$ cat src/rtl/tag_port_scheduler.sv
// tag_port_scheduler
// Single-port scheduler for one cache bank's tag store. It shares the
// store's single read/write port between three requesters:
//   - a flush walk that invalidates every line after reset or flush_all
//   - memory fills, which always win over lookups
//   - core lookups, which get one response in the cycle after the grant
//
// Ports:
//   clk, reset            clock and synchronous active-high reset
//   stall                 blocks new lookup grants only (fills still accepted)
//   flush_all             pulse; starts a full flush walk from RUN
//   init_done             high while no flush walk is in progress
//   fill_*                fill request/accept, line address, prefetch flag
//   lookup_*              lookup request/accept, line address
//   rsp_*                 lookup response (valid, hit, prefetched, address)
//   ts_*                  tag-store controls and address; ts_tag_match and
//                         ts_prefetched come back one cycle after ts_lookup
//   pf_fill_count         number of accepted prefetch fills
//   pf_hit_count          number of responses that hit a prefetched line
//
// Configuration macro: PREFETCH_STATS_EN builds the two 32-bit prefetch
// counters. When it is not defined, both count outputs are tied to zero.
module tag_port_scheduler #(
    parameter int LINES_PER_BANK  = 64,
    parameter int LINE_ADDR_WIDTH = 26
) (
    input  logic                       clk,
    input  logic                       reset,
    input  logic                       stall,
    input  logic                       flush_all,
    output logic                       init_done,
    input  logic                       fill_valid,
    output logic                       fill_ready,
    input  logic [LINE_ADDR_WIDTH-1:0] fill_addr,
    input  logic                       fill_prefetch,
    input  logic                       lookup_valid,
    output logic                       lookup_ready,
    input  logic [LINE_ADDR_WIDTH-1:0] lookup_addr,
    output logic                       rsp_valid,
    output logic                       rsp_hit,
    output logic                       rsp_prefetched,
    output logic [LINE_ADDR_WIDTH-1:0] rsp_addr,
    output logic                       ts_lookup,
    output logic                       ts_fill,
    output logic                       ts_flush,
    output logic                       ts_write_prefetch,
    output logic [LINE_ADDR_WIDTH-1:0] ts_addr,
    input  logic                       ts_tag_match,
    input  logic                       ts_prefetched,
    output logic [31:0]                pf_fill_count,
    output logic [31:0]                pf_hit_count
);

    localparam int IDX_W = $clog2(LINES_PER_BANK);
    localparam logic [IDX_W-1:0] LAST_IDX = IDX_W'(LINES_PER_BANK - 1);

    typedef enum logic {
        WALK,
        RUN
    } state_t;

    state_t                     state_q, state_d;
    logic [IDX_W-1:0]           walkCnt_q, walkCnt_d;
    logic                       rspPending_q, rspPending_d;
    logic [LINE_ADDR_WIDTH-1:0] rspAddr_q, rspAddr_d;
    logic                       fillGrant;
    logic                       lookupGrant;

    // Port arbitration and next-state logic. Everything is gated by reset so
    // the reset cycle itself issues no store operation and grants nothing.
    always_comb begin
        state_d           = state_q;
        walkCnt_d         = walkCnt_q;
        rspPending_d      = 1'b0;
        rspAddr_d         = rspAddr_q;
        fillGrant         = 1'b0;
        lookupGrant       = 1'b0;
        init_done         = 1'b0;
        fill_ready        = 1'b0;
        lookup_ready      = 1'b0;
        ts_lookup         = 1'b0;
        ts_fill           = 1'b0;
        ts_flush          = 1'b0;
        ts_write_prefetch = 1'b0;
        ts_addr           = '0;

        if (!reset) begin
            case (state_q)
                WALK: begin
                    // Walk counter is exactly IDX_W bits wide, so it wraps
                    // back to zero on its own after the last line.
                    ts_flush  = 1'b1;
                    ts_addr   = LINE_ADDR_WIDTH'(walkCnt_q);
                    walkCnt_d = walkCnt_q + IDX_W'(1);
                    if (walkCnt_q == LAST_IDX) begin
                        state_d = RUN;
                    end
                end
                RUN: begin
                    init_done   = 1'b1;
                    fillGrant   = fill_valid;
                    lookupGrant = lookup_valid & ~fill_valid & ~stall;
                    if (fillGrant) begin
                        ts_fill           = 1'b1;
                        ts_write_prefetch = fill_prefetch;
                        ts_addr           = fill_addr;
                    end else if (lookupGrant) begin
                        ts_lookup = 1'b1;
                        ts_addr   = lookup_addr;
                    end
                    if (flush_all) begin
                        state_d   = WALK;
                        walkCnt_d = '0;
                    end
                end
            endcase
        end

        fill_ready   = fillGrant;
        lookup_ready = lookupGrant;

        // The store answers one cycle after ts_lookup, so remember that a
        // response is due and which address it belongs to.
        rspPending_d = lookupGrant;
        if (lookupGrant) begin
            rspAddr_d = lookup_addr;
        end
    end

    always_ff @(posedge clk) begin
        if (reset) begin
            state_q      <= WALK;
            walkCnt_q    <= '0;
            rspPending_q <= 1'b0;
            rspAddr_q    <= '0;
        end else begin
            state_q      <= state_d;
            walkCnt_q    <= walkCnt_d;
            rspPending_q <= rspPending_d;
            rspAddr_q    <= rspAddr_d;
        end
    end

    // A lookup granted just before reset loses its response.
    assign rsp_valid      = rspPending_q & ~reset;
    assign rsp_hit        = rsp_valid & ts_tag_match;
    assign rsp_prefetched = rsp_hit & ts_prefetched;
    assign rsp_addr       = rspAddr_q;

`ifdef PREFETCH_STATS_EN
    logic [31:0] pfFillCount_q;
    logic [31:0] pfHitCount_q;

    // Free-running statistics; flush_all deliberately leaves them alone.
    always_ff @(posedge clk) begin
        if (reset) begin
            pfFillCount_q <= '0;
            pfHitCount_q  <= '0;
        end else begin
            if (fillGrant && fill_prefetch) begin
                pfFillCount_q <= pfFillCount_q + 32'd1;
            end
            if (rsp_prefetched) begin
                pfHitCount_q <= pfHitCount_q + 32'd1;
            end
        end
    end

    assign pf_fill_count = pfFillCount_q;
    assign pf_hit_count  = pfHitCount_q;
`else
    assign pf_fill_count = '0;
    assign pf_hit_count  = '0;
`endif

endmodule

$ cat config.mk
export PLATFORM = sky130hd
export DESIGN_NAME = tag_port_scheduler
export DESIGN_NICKNAME = d
export VERILOG_FILES = /design/src/rtl/tag_port_scheduler.sv
export SDC_FILE = /design/constraint.sdc
export NUM_CORES = 1
export LEC_CHECK = 0
export ABC_AREA = 1
export BUFFER_PORTS_ARGS = -buffer_cell sky130_fd_sc_hd__buf_2
export CELL_PAD_IN_SITES_DETAIL_PLACEMENT = 0
export CELL_PAD_IN_SITES_GLOBAL_PLACEMENT = 1
export CORE_MARGIN = 2
export CORE_UTILIZATION = 23
export DETAILED_ROUTE_END_ITERATION = 6
export MAX_ROUTING_LAYER = met4
export PLACE_DENSITY_LB_ADDON = 0.1
export SYNTH_ARGS = -nofsm -noshare
export SYNTH_HDL_FRONTEND = slang
export SYNTH_SLANG_ARGS = --single-unit
$ cat constraint.sdc
create_clock -name clk -period 1.2 [get_ports clk]
set_clock_uncertainty 0.15 [all_clocks]
set_input_delay 0.06 -clock clk [delete_from_list [all_inputs] [get_ports clk]]
set_output_delay 0.06 -clock clk [all_outputs]
set_load 0.05 [all_outputs]
; Word level (Yosys, flattened, before mapping)
; Index checks and enable logic that the tools add are counted.
; W data, S select, Z words.
[classes]
add_sub_neg = 1
n_eq_ne = 2
muxes = 27
n_bitwise = 9
[ops]
columns = cell, n
row1 = $mux W26, 3
row2 = $pmux W26 S2, 1
row3 = $mux W1, 20
row4 = $pmux W6 S2, 1
row5 = $add A6 B1 Y6 const B, 1
row6 = $eq A6 B6 Y1 const B, 1
row7 = $mux W6, 1
row8 = $and A1 B1 Y1, 5
row9 = $not A1 Y1, 4
row10 = $ne A2 B2 Y1 const B, 1
row11 = $pmux W1 S2, 1
[word_totals]
reg_bits = 34
in_bits = 61
out_inout_bits = 126
word_cells = 43

; Depth between registers and ports, before layout
; Gate-level depths: netlist of run 1.
[depth]
ltp_word = 7
depth_mapped = 7
mapped_depth_nobuf = 7

; Least setup slack after synthesis of run 1
; Ideal clock, no wire load.
[synth_timing]
path_type = flip-flop to output port
startpoint = reg state_q
endpoint = out ts_write_prefetch
arrival_ns = 1.621
path_slack_ns = -0.631
stages_incl_launch_ff = 3
path_buffers = 0
path_cell_list = dfxtp_1 nand2_1 nor3b_1
[synth_via]
elab_chain_cells = 2
[synth_rtl]
columns = item, line
row1 = start: declaration, 62  ; state_t state_q, state_d;
row2 = start signal: assignment, 137  ; state_q <= state_d;
row3 = $mux W1, 88  ; case (state_q)
row4 = $mux W1, 87  ; if (!reset) begin
row5 = end: declaration, 46  ; output logic ts_write_prefetch,
; No other way between the ends.

; Worst setup path after layout of run 1
[layout_timing]
startpoint = reg state_q
endpoint = out ts_addr[16]
[layout_via]
elab_chain_cells = 3
[layout_rtl]
columns = item, line
row1 = $not A1 Y1, n/a
row2 = $pmux W26 S2 *, 88
row3 = $mux W26 *, 87
row4 = end: declaration, 47  ; output logic [LINE_ADDR_WIDTH-1:0] ts_addr,
; Every way passes the cells marked *; elsewhere a longest branch is shown, timed or not.

==> run metrics, run 1 <==
H-Tree Depth=2; Startpoint Class=flip-flop; sw frac=38.4%; Max Slew Vio Count=0; Root Buffer=clkbuf_8; cell area power density=654 nW/µm²; #FFs+latches synth=34; non-filler instance count after layout=623; Post-synth EDFFs=0; final-stage net count=551; first-pass GRT wire length=12200 µm; GP Congestion=0.762; DP Area=3580 µm²; vias in the first global route=2370; synthesized instance count=304; Post-synth top flop=dfxtp_1; Worst path max stage delay=0.38 ns; Cells after DPL=594; sequential share of the synthesized area=29.5%; XOR/XNOR Fraction of Synth Area=0%; total congestion overflow=0; Mapped Avg Cell Area=7.59 µm²; DRC Markers=0; Initial Util=23.6%; WL final=7800 µm; YS warnings=0; largest net degree at the start of global routing=19; fmax=0.592 GHz; complex-gate fraction of the synthesized area=9.49%; final setup vio count=67; Design Area, Final=4440 µm²; slowest CP cell=dfxtp_4; total of max-cap violations=0; Crit Path Class=flip-flop to output port; largest family of logic cells by synthesized area=simple AND/OR/NAND/NOR gates; Global Route Usage Sum=14.4%; CP cell instances=inv_4, nor2_4, buf_4, buf_6, nand4_4, nand2_8, buf_8; Layout area overhead=92.4%; Final Hold Violating Endpoints=5; clock latency on the worst-skew pair=0.28 ns; remaining antenna violation count=0; clock share of power=31.1%; WP data required=0.99 ns; outcome=complete, but fails checks; maximum VDD drop=279 µV; io pins=187; Tmin final=1.69 ns; Simple-Gate Fraction of Synth Area=31.9%; die span in x=104 µm; wire per inst=12.5 µm; worst-case hold slack=-0.0589 ns; sw power=0.00112 W; CP endpoint kind=output port; antenna diode count=0; Final WS setup=-0.490 ns; Final Cycle Share=141%; combinational share of power=29.6%; internal power=0.00179 W; share of layout cells above drive strength 1=60.6%; violated checks=negative hold slack, negative setup slack; initial antenna violation count=0; first-pass iteration count of the detailed router=4; die footprint=10800 µm²; initial DRC count=60; flop-to-flop setup slack=-0.35 ns; CTS Sinks=34; Clock Path Buffers=2; Pleak=2.18 nW; Reg power frac=39.3%; DR vias=2506; core area=9770 µm²; post-layout util=45.4%; die outline height=104 µm; Post-Synth Adder-Cell Area=0.542%; worst-path maximum fanout=4; Hold Buf Count CTS=2; CTS tree=built; mux cell area share after synthesis=0%; Worst Hold Class=primary input to flip-flop; mapped cell area=2310 µm²; via/cell ratio=4.02; WP data arrival=1.48 ns; IO Port Bufs=122; ys async rst share=0%; RSZ-0062 raised after global routing=true; Synth cell types=24; Cell Rows=36; Worst-path clk slew=0.07 ns; Num CTS Buffers=5; Final HPWL DP=5760 µm
==> sequential cells by signal (all words and copies together) (netlist names) <==
| name | count |
|---|---|
| rsp_addr | 26 |
| walkCnt_q | 6 |
| rspPending_q | 1 |
| state_q | 1 |
==> worst paths after layout <==
| kind | startpoint | end | cells after the start |
|---|---|---|---|
| hold / removal | lookup_addr[9] | rsp_addr[9] | 3 |
| setup / recovery | state_q | ts_addr[16] | 7 |
| setup reg to reg | state_q | rsp_addr[6] | 8 |
| hold reg to reg | rsp_addr[4] | rsp_addr[4] | 2 |
==> cells in the mapped netlist (all sizes together), types with 2 or more instances <==
| cell type | number | area share, % |
|---|---|---|
| inv | 12 | 2.0 |
| dfxtp | 34 | 30 |
| nand2 | 95 | 15 |
| o21ai | 2 | 0.43 |
| a21oi | 30 | 7.8 |
| nand4 | 25 | 12 |
| a22oi | 3 | 0.98 |
| nand3 | 8 | 1.7 |
| buf | 81 | 26 |
| and3 | 2 | 0.54 |
| nor2 | 8 | 2.2 |
==> metrics by stage <==
stage / setup TNS, ns / power (W) / setup slack (ns)
2_1_floorplan: -4.31 / 0.00190 / -0.136
3_3_place_gp: -13.42 / 0.00195 / -0.327
3_5_place_dp: -14.78 / 0.00195 / -0.360
4_1_cts: -23.25 / 0.00292 / -0.490
5_1_grt: -24.66 / 0.00304 / -0.553
6_report: -20.93 / 0.00290 / -0.490
==> what timing repair did <==
item,CTS,global route
cloned,2,0
pin swaps,11,7
endpoints found under the setup margin,69,69
hold endpoints to repair,12,5
gates resized for setup,134,31
setup buffers,16,6
==> cell usage in the layout (no fill, tap or decap), drive strengths merged <==
cell,n
clkbuf,7
dlygate4sd3,2
inv,10
clkinvlp,2
ha,1
dfxtp,34
o21ai,2
nand3,8
and3,2
buf,194
a21oi,30
nand4,25
a22oi,3
clkinv,1
nor3b,1
o22ai,1
nor2,8
nand2,95
conb,64
==> final cells by class <==
cell class                      count  area (µm²)
Clock buffer                        7        86.3
Inverter                           12        55.1
Sequential cell                    34         686
Fill cell                        1000        5340
Tap cell                          133         166
Clock inverter                      1        5.00
Multi-Input combinational cell    240        1760
Timing Repair Buffer              196        1690
==> worst max-delay path: cells and delay by family, from the launching register on <==
kind | cells | cell delay, ns
AND/OR/NAND/NOR | 3 | 0.33
flip-flops | 1 | 0.38
buffers and inverters | 4 | 0.49
==> cells by family after synthesis <==
logic type,after synthesis
buffers and inverters,93
adder cells (fa/ha/maj),1
AO/OA/AOI/OAI,36
other,1
AND/OR/NAND/NOR,139
flip-flops,34
==> routing by layer <==
| layer | vias to the layer above | global-route usage, % | routed length [µm] |
|---|---|---|---|
| li1 | 1241 | - | - |
| met1 | 1159 | 18.9 | 3490 |
| met2 | 101 | 23.4 | 3880 |
| met3 | 5 | 2.69 | 416 |
| met4 | 0 | 2.90 | 20 |
| met5 | - | - | 0 |
==> power groups by stage <==
stage | Sequential, W | Combinational (W) | Clock (W)
after floorplan | 0.00117 | 0.000730 | 0
after global placement | 0.00117 | 0.000785 | 0
after detailed placement | 0.00117 | 0.000787 | 0
after CTS | 0.00114 | 0.000831 | 0.000951
after global routing | 0.00114 | 0.000899 | 0.000998
final | 0.00114 | 0.000858 | 0.000904
Note: power is estimated with default switching activity, not from simulation.
==> run 2, diff against run 1 <==
CORE_UTILIZATION = 26   (was 23)
CTS_BUF_LIST = sky130_fd_sc_hd__clkbuf_4 sky130_fd_sc_hd__clkbuf_8   (was not set)
clock period = 1.7 ns   (was 1.2 ns; I/O delays follow)
==> run metrics, run 2 (synthesis results as in run 1) <==
outcome=complete, but fails checks; violated checks=negative setup slack; die footprint=9640 µm² (-11%); Clock Path Buffers=2 (unchanged); Layout area overhead=54.1%; Startpoint Class=flip-flop; IO Port Bufs=122 (unchanged); WP data arrival=1.47 ns (about the same); cell area power density=550 nW/µm² (-16%); maximum VDD drop=245 µV (-12%); via/cell ratio=4.16 (+3.3%); Worst Hold Class=primary input to flip-flop; first-pass GRT wire length=10900 µm (-11%); met2 Use GR=22.7% (-0.65 points); Num CTS Buffers=5 (unchanged); Pleak=1.87 nW (-14%); Final HPWL DP=5340 µm (-7.4%); Initial Util=26.6% (+3.0 points); die span in x=98.2 µm (-5.7%); Final Cycle Share=100%; flop-to-flop setup slack=0.38 ns (+0.73 ns); GP Congestion=0.746 (-2.2%); CP endpoint kind=output port; antenna diode count=0 (unchanged); fmax=0.588 GHz; Tmin final=1.70 ns; Final Hold Violating Endpoints=0 (-5); DRC Markers=0 (unchanged); die outline height=98.2 µm (-5.7%); total congestion overflow=0 (unchanged); WL final=7360 µm (-5.7%); initial DRC count=24 (-60%); DR vias=2373 (-5.3%); RSZ-0062 raised after global routing=true; origin of the worst setup path=state_q; share of layout cells above drive strength 1=44.5% (-16 points); CTS tree=built; remaining antenna violation count=0 (unchanged); Design Area, Final=3560 µm² (-20%); max reg flops=26 (unchanged); R2R Path Start=state_q; DP Area=2830 µm² (-21%); final setup vio count=1 (-99%); CTS Sinks=34 (unchanged); clock latency on the worst-skew pair=0.28 ns (about the same); Final WS setup=-0.000552 ns (+0.490 ns); GRT Max-Usage Layer=met2; Cell Rows=34 (-5.6%); first-pass iteration count of the detailed router=4 (unchanged); Global Route Usage Sum=14.2% (-0.27 points); io pins=187 (unchanged); most common cell after layout, fill and taps aside=buf_2; Crit Path Class=flip-flop to output port; wire per inst=12.9 µm (+2.9%); worst r2r path cells=6 (-2); vias in the first global route=2170 (-8.4%); Worst-path clk slew=0.07 ns (about the same); Max Slew Vio Count=0 (unchanged); routing usage on met3=2.51% (-0.19 points); core area=8680 µm² (-11%); largest net degree at the start of global routing=20 (+1); initial antenna violation count=0 (unchanged); WP data required=1.46 ns (+0.47 ns); most frequent cells in the layout=buf_2, nand2_1, conb_1; met1 Usage GRT=18.1% (-0.80 points); FF-to-FF End=rsp_addr[9]; worst-path maximum fanout=5 (+1); end point of the critical path=ts_addr[25]; final-stage net count=525 (-4.7%); H-Tree Depth=2 (unchanged); post-layout util=41.0% (-4.4 points); total of max-cap violations=0 (unchanged); Root Buffer=clkbuf_8
[run 2: cell types whose count changed in the layout (fill, tap and decap cells not counted), moves of 10 or more]
cell           previous run  this run
buf_4                    51        11
nand4_2                   0        18
nand2_1                  53        76
nand2_4                  26         2
nand4_4                  18         0
buf_6                    15        25
buf_8                    33         9
dlygate4sd3_1             2        27
[run 2: worst min path at each step]
stage | startpoint | end | slack, ns | depth (start not counted)
6_report | reset | rsp_addr[23] | 0.03 | 2
2_1_floorplan | lookup_addr[0] | rsp_addr[0] | 0.05 | 2
5_1_grt | reset | rsp_addr[23] | 0.05 | 2
3_3_place_gp | lookup_addr[0] | rsp_addr[0] | 0.17 | 3
3_5_place_dp | lookup_addr[0] | rsp_addr[0] | 0.18 | 3
4_1_cts | reset | rsp_addr[23] | 0.005 | 2
[run 2: power by group]
part / total, W / internal [W] / switching (W)
Clock: 0.000593 / 0.000314 / 0.000279
Sequential: 0.000808 / 0.000801 / 0.00000706
Combinational: 0.000556 / 0.000125 / 0.000431
[run 2: critical path: stages (launching register included)]
cell	delay (ns)
dfxtp_4	0.38
nand2_4	0.06
nor2_4	0.18
buf_12	0.14
clkbuf_16	0.14
nand2_1	0.05
nand2_1	0.07
buf_6	0.16
[run 2: what timing repair did]
item                       4_1_cts  5_1_grt
setup endpoints to repair       29       30
cloned                           0        2
hold buffers                    27        0
hold endpoints to repair        27        0
setup buffers                    1        3
pin swaps                        3       11
resized for setup               37       52
[run 2: final cells by class]
type	count	area (µm²)
Multi-Input combinational cell	240	1290
Fill cell	931	5120
Clock buffer	7	83.8
Tap cell	108	135
Timing Repair Buffer	170	1310
Inverter	12	47.5
Sequential cell	34	684
[run 2: metal layers]
| metal | part of all wire [%] | vias up |
|---|---|---|
| li1 | - | 1189 |
| met3 | 6.6 | 9 |
| met1 | 43 | 1064 |
| met4 | 0.99 | 0 |
| met5 | 0 | - |
| met2 | 49 | 111 |
[run 2: metrics by stage]
stage	setup slack, ns	total power, W	TNS (ns)	cells	hold slack, ns
6_report	-0.000552	0.00196	-0.000552	571	0.0270
5_1_grt	-0.0726	0.00205	-0.788	571	0.0472
4_1_cts	-0.0292	0.00198	-0.0616	566	0.00480
3_5_place_dp	0.154	0.00132	0	531	0.184
3_3_place_gp	0.165	0.00132	0	531	0.174
2_1_floorplan	0.000260	0.00132	0	367	0.0455
==> run 3, diff against run 2 <==
CORE_UTILIZATION = 24   (was 26)
SKIP_CTS_REPAIR_TIMING = 1   (was not set)
clock period = 1.5 ns   (was 1.7 ns; I/O delays follow)
==> run metrics, run 3 (synthesis results as in run 1) <==
Worst-path clk slew=0.07 ns (about the same); total congestion overflow=0 (unchanged); Cell Rows=35 (+2.9%); GP Congestion=0.752 (+0.87%); largest net degree at the start of global routing=18 (-10%); worst-path maximum fanout=9 (+4); CP endpoint kind=output port; Final Hold Violating Endpoints=0 (unchanged); first-pass GRT wire length=10200 µm (-5.9%); Root Buffer=clkbuf_8; outcome=complete, but fails checks; Final Cycle Share=113%; Met2 Wirelength=3610 µm (-0.11%); die outline height=102 µm (+3.9%); H-Tree Depth=2 (unchanged); routed length on met1=3040 µm (-4.6%); final-stage net count=524 (-0.19%); Clock Path Buffers=2 (unchanged); most frequent cells in the layout=buf_2, nand2_1, conb_1; share of layout cells above drive strength 1=44.7% (+0.22 points); Crit Path Class=flip-flop to output port; Design Area, Final=3600 µm² (+1.3%); cell area power density=627 nW/µm² (+14%); remaining antenna violation count=0 (unchanged); maximum VDD drop=330 µV (+35%); WP data required=1.27 ns (-0.19 ns); via/cell ratio=3.97 (-4.5%); met3 WL post-DR=436 µm (-9.7%); total of max-cap violations=0 (unchanged); fill cell count=989 (+6.2%); Tmin final=1.70 ns; clock latency on the worst-skew pair=0.28 ns (about the same); Initial Util=24.9% (-1.7 points); die span in x=102 µm (+3.9%); CTS tree=built; wire per inst=12.1 µm (-6.2%); fmax=0.588 GHz; RSZ-0062 raised after global routing=true; Final WS setup=-0.201 ns (-0.201 ns); total power=0.00226 W (+15%); WP data arrival=1.48 ns (about the same); CTS Sinks=34 (unchanged); antenna diode count=0 (unchanged); DRC Markers=0 (unchanged); Setup TNS=-3.68 ns (-3.68 ns); Layout area overhead=56.2%; max reg flops=26 (unchanged); vias in the first global route=1993 (-8.2%); most common cell after layout, fill and taps aside=buf_2; first-pass iteration count of the detailed router=4 (unchanged); violated checks=negative setup slack; highest metal used=met4; die footprint=10400 µm² (+8.0%); final setup vio count=27 (+26); Pleak=1.86 nW (-0.94%); Max Slew Vio Count=0 (unchanged); Final HPWL DP=5550 µm (+4.0%); io pins=187 (unchanged); IO Port Bufs=122 (unchanged); Num CTS Buffers=5 (unchanged); Global Route Usage Sum=13.0% (-1.2 points); DR vias=2350 (-0.97%); core area=9280 µm² (+7.0%); WL final=7150 µm (-2.8%); initial antenna violation count=0 (unchanged); DP Area=2910 µm² (+2.7%); Startpoint Class=flip-flop; Worst Hold Class=primary input to flip-flop; initial DRC count=57 (+140%)
[run 3: cell types whose count changed in the layout (fill, tap and decap cells not counted), sizes merged]
cell | before | now
clkbuf | 9 | 7
buf | 141 | 145
dlygate4sd3 | 27 | 24
clkinv | 0 | 1
[run 3: routing by layer]
layer / GRT usage [%] / vias up
li1: - / 1177
met1: 16.3 / 1061
met2: 21.8 / 108
met3: 1.98 / 4
met4: 3.38 / 0
met5: - / -
[run 3: final cells by class]
class	count	area [µm²]	share of cell area, %
repair buffers	169	1330	36.9
multi-input cells	240	1290	35.8
inverters	12	45.0	1.25
clock inverters	1	5.00	0.139
clock buffers	7	90.1	2.50
flip-flops and latches	34	682	18.9
well taps	129	161	4.48
[run 3: worst paths after layout]
kind | startpoint | slack, ns | to | cells after the start
setup / recovery | state_q | -0.20 | ts_addr[25] | 6
hold / removal | lookup_addr[25] | 0.01 | rsp_addr[25] | 3
setup reg to reg | state_q | 0.08 | rsp_addr[14] | 7
hold reg to reg | rsp_addr[13] | 0.31 | rsp_addr[13] | 2
[run 3: worst max-delay path, stage by stage (launching register included)]
cell,delay (ns)
dfxtp_2,0.35
inv_2,0.05
nor2_4,0.18
buf_8,0.18
nand4_1,0.15
nand2_1,0.12
buf_6,0.16
[run 3: power breakdown]
group	total, W	switching, W	internal [W]
sequential	0.000917	0.00000741	0.000909
clock	0.000724	0.000336	0.000389
combinational	0.000618	0.000486	0.000133
[run 3: per-stage QoR]
step | setup WS, ns | util, % | instances | hold slack (ns)
after detailed placement | 0.0455 | 31.3 | 556 | 0.155
after CTS | -0.283 | 32.4 | 564 | -0.142
after global routing | -0.316 | 38.8 | 592 | 0.0162
final | -0.201 | 38.8 | 592 | 0.00966
after floorplan | -0.0594 | - | 367 | 0.0355
after global placement | 0.0621 | 31.3 | 556 | 0.158
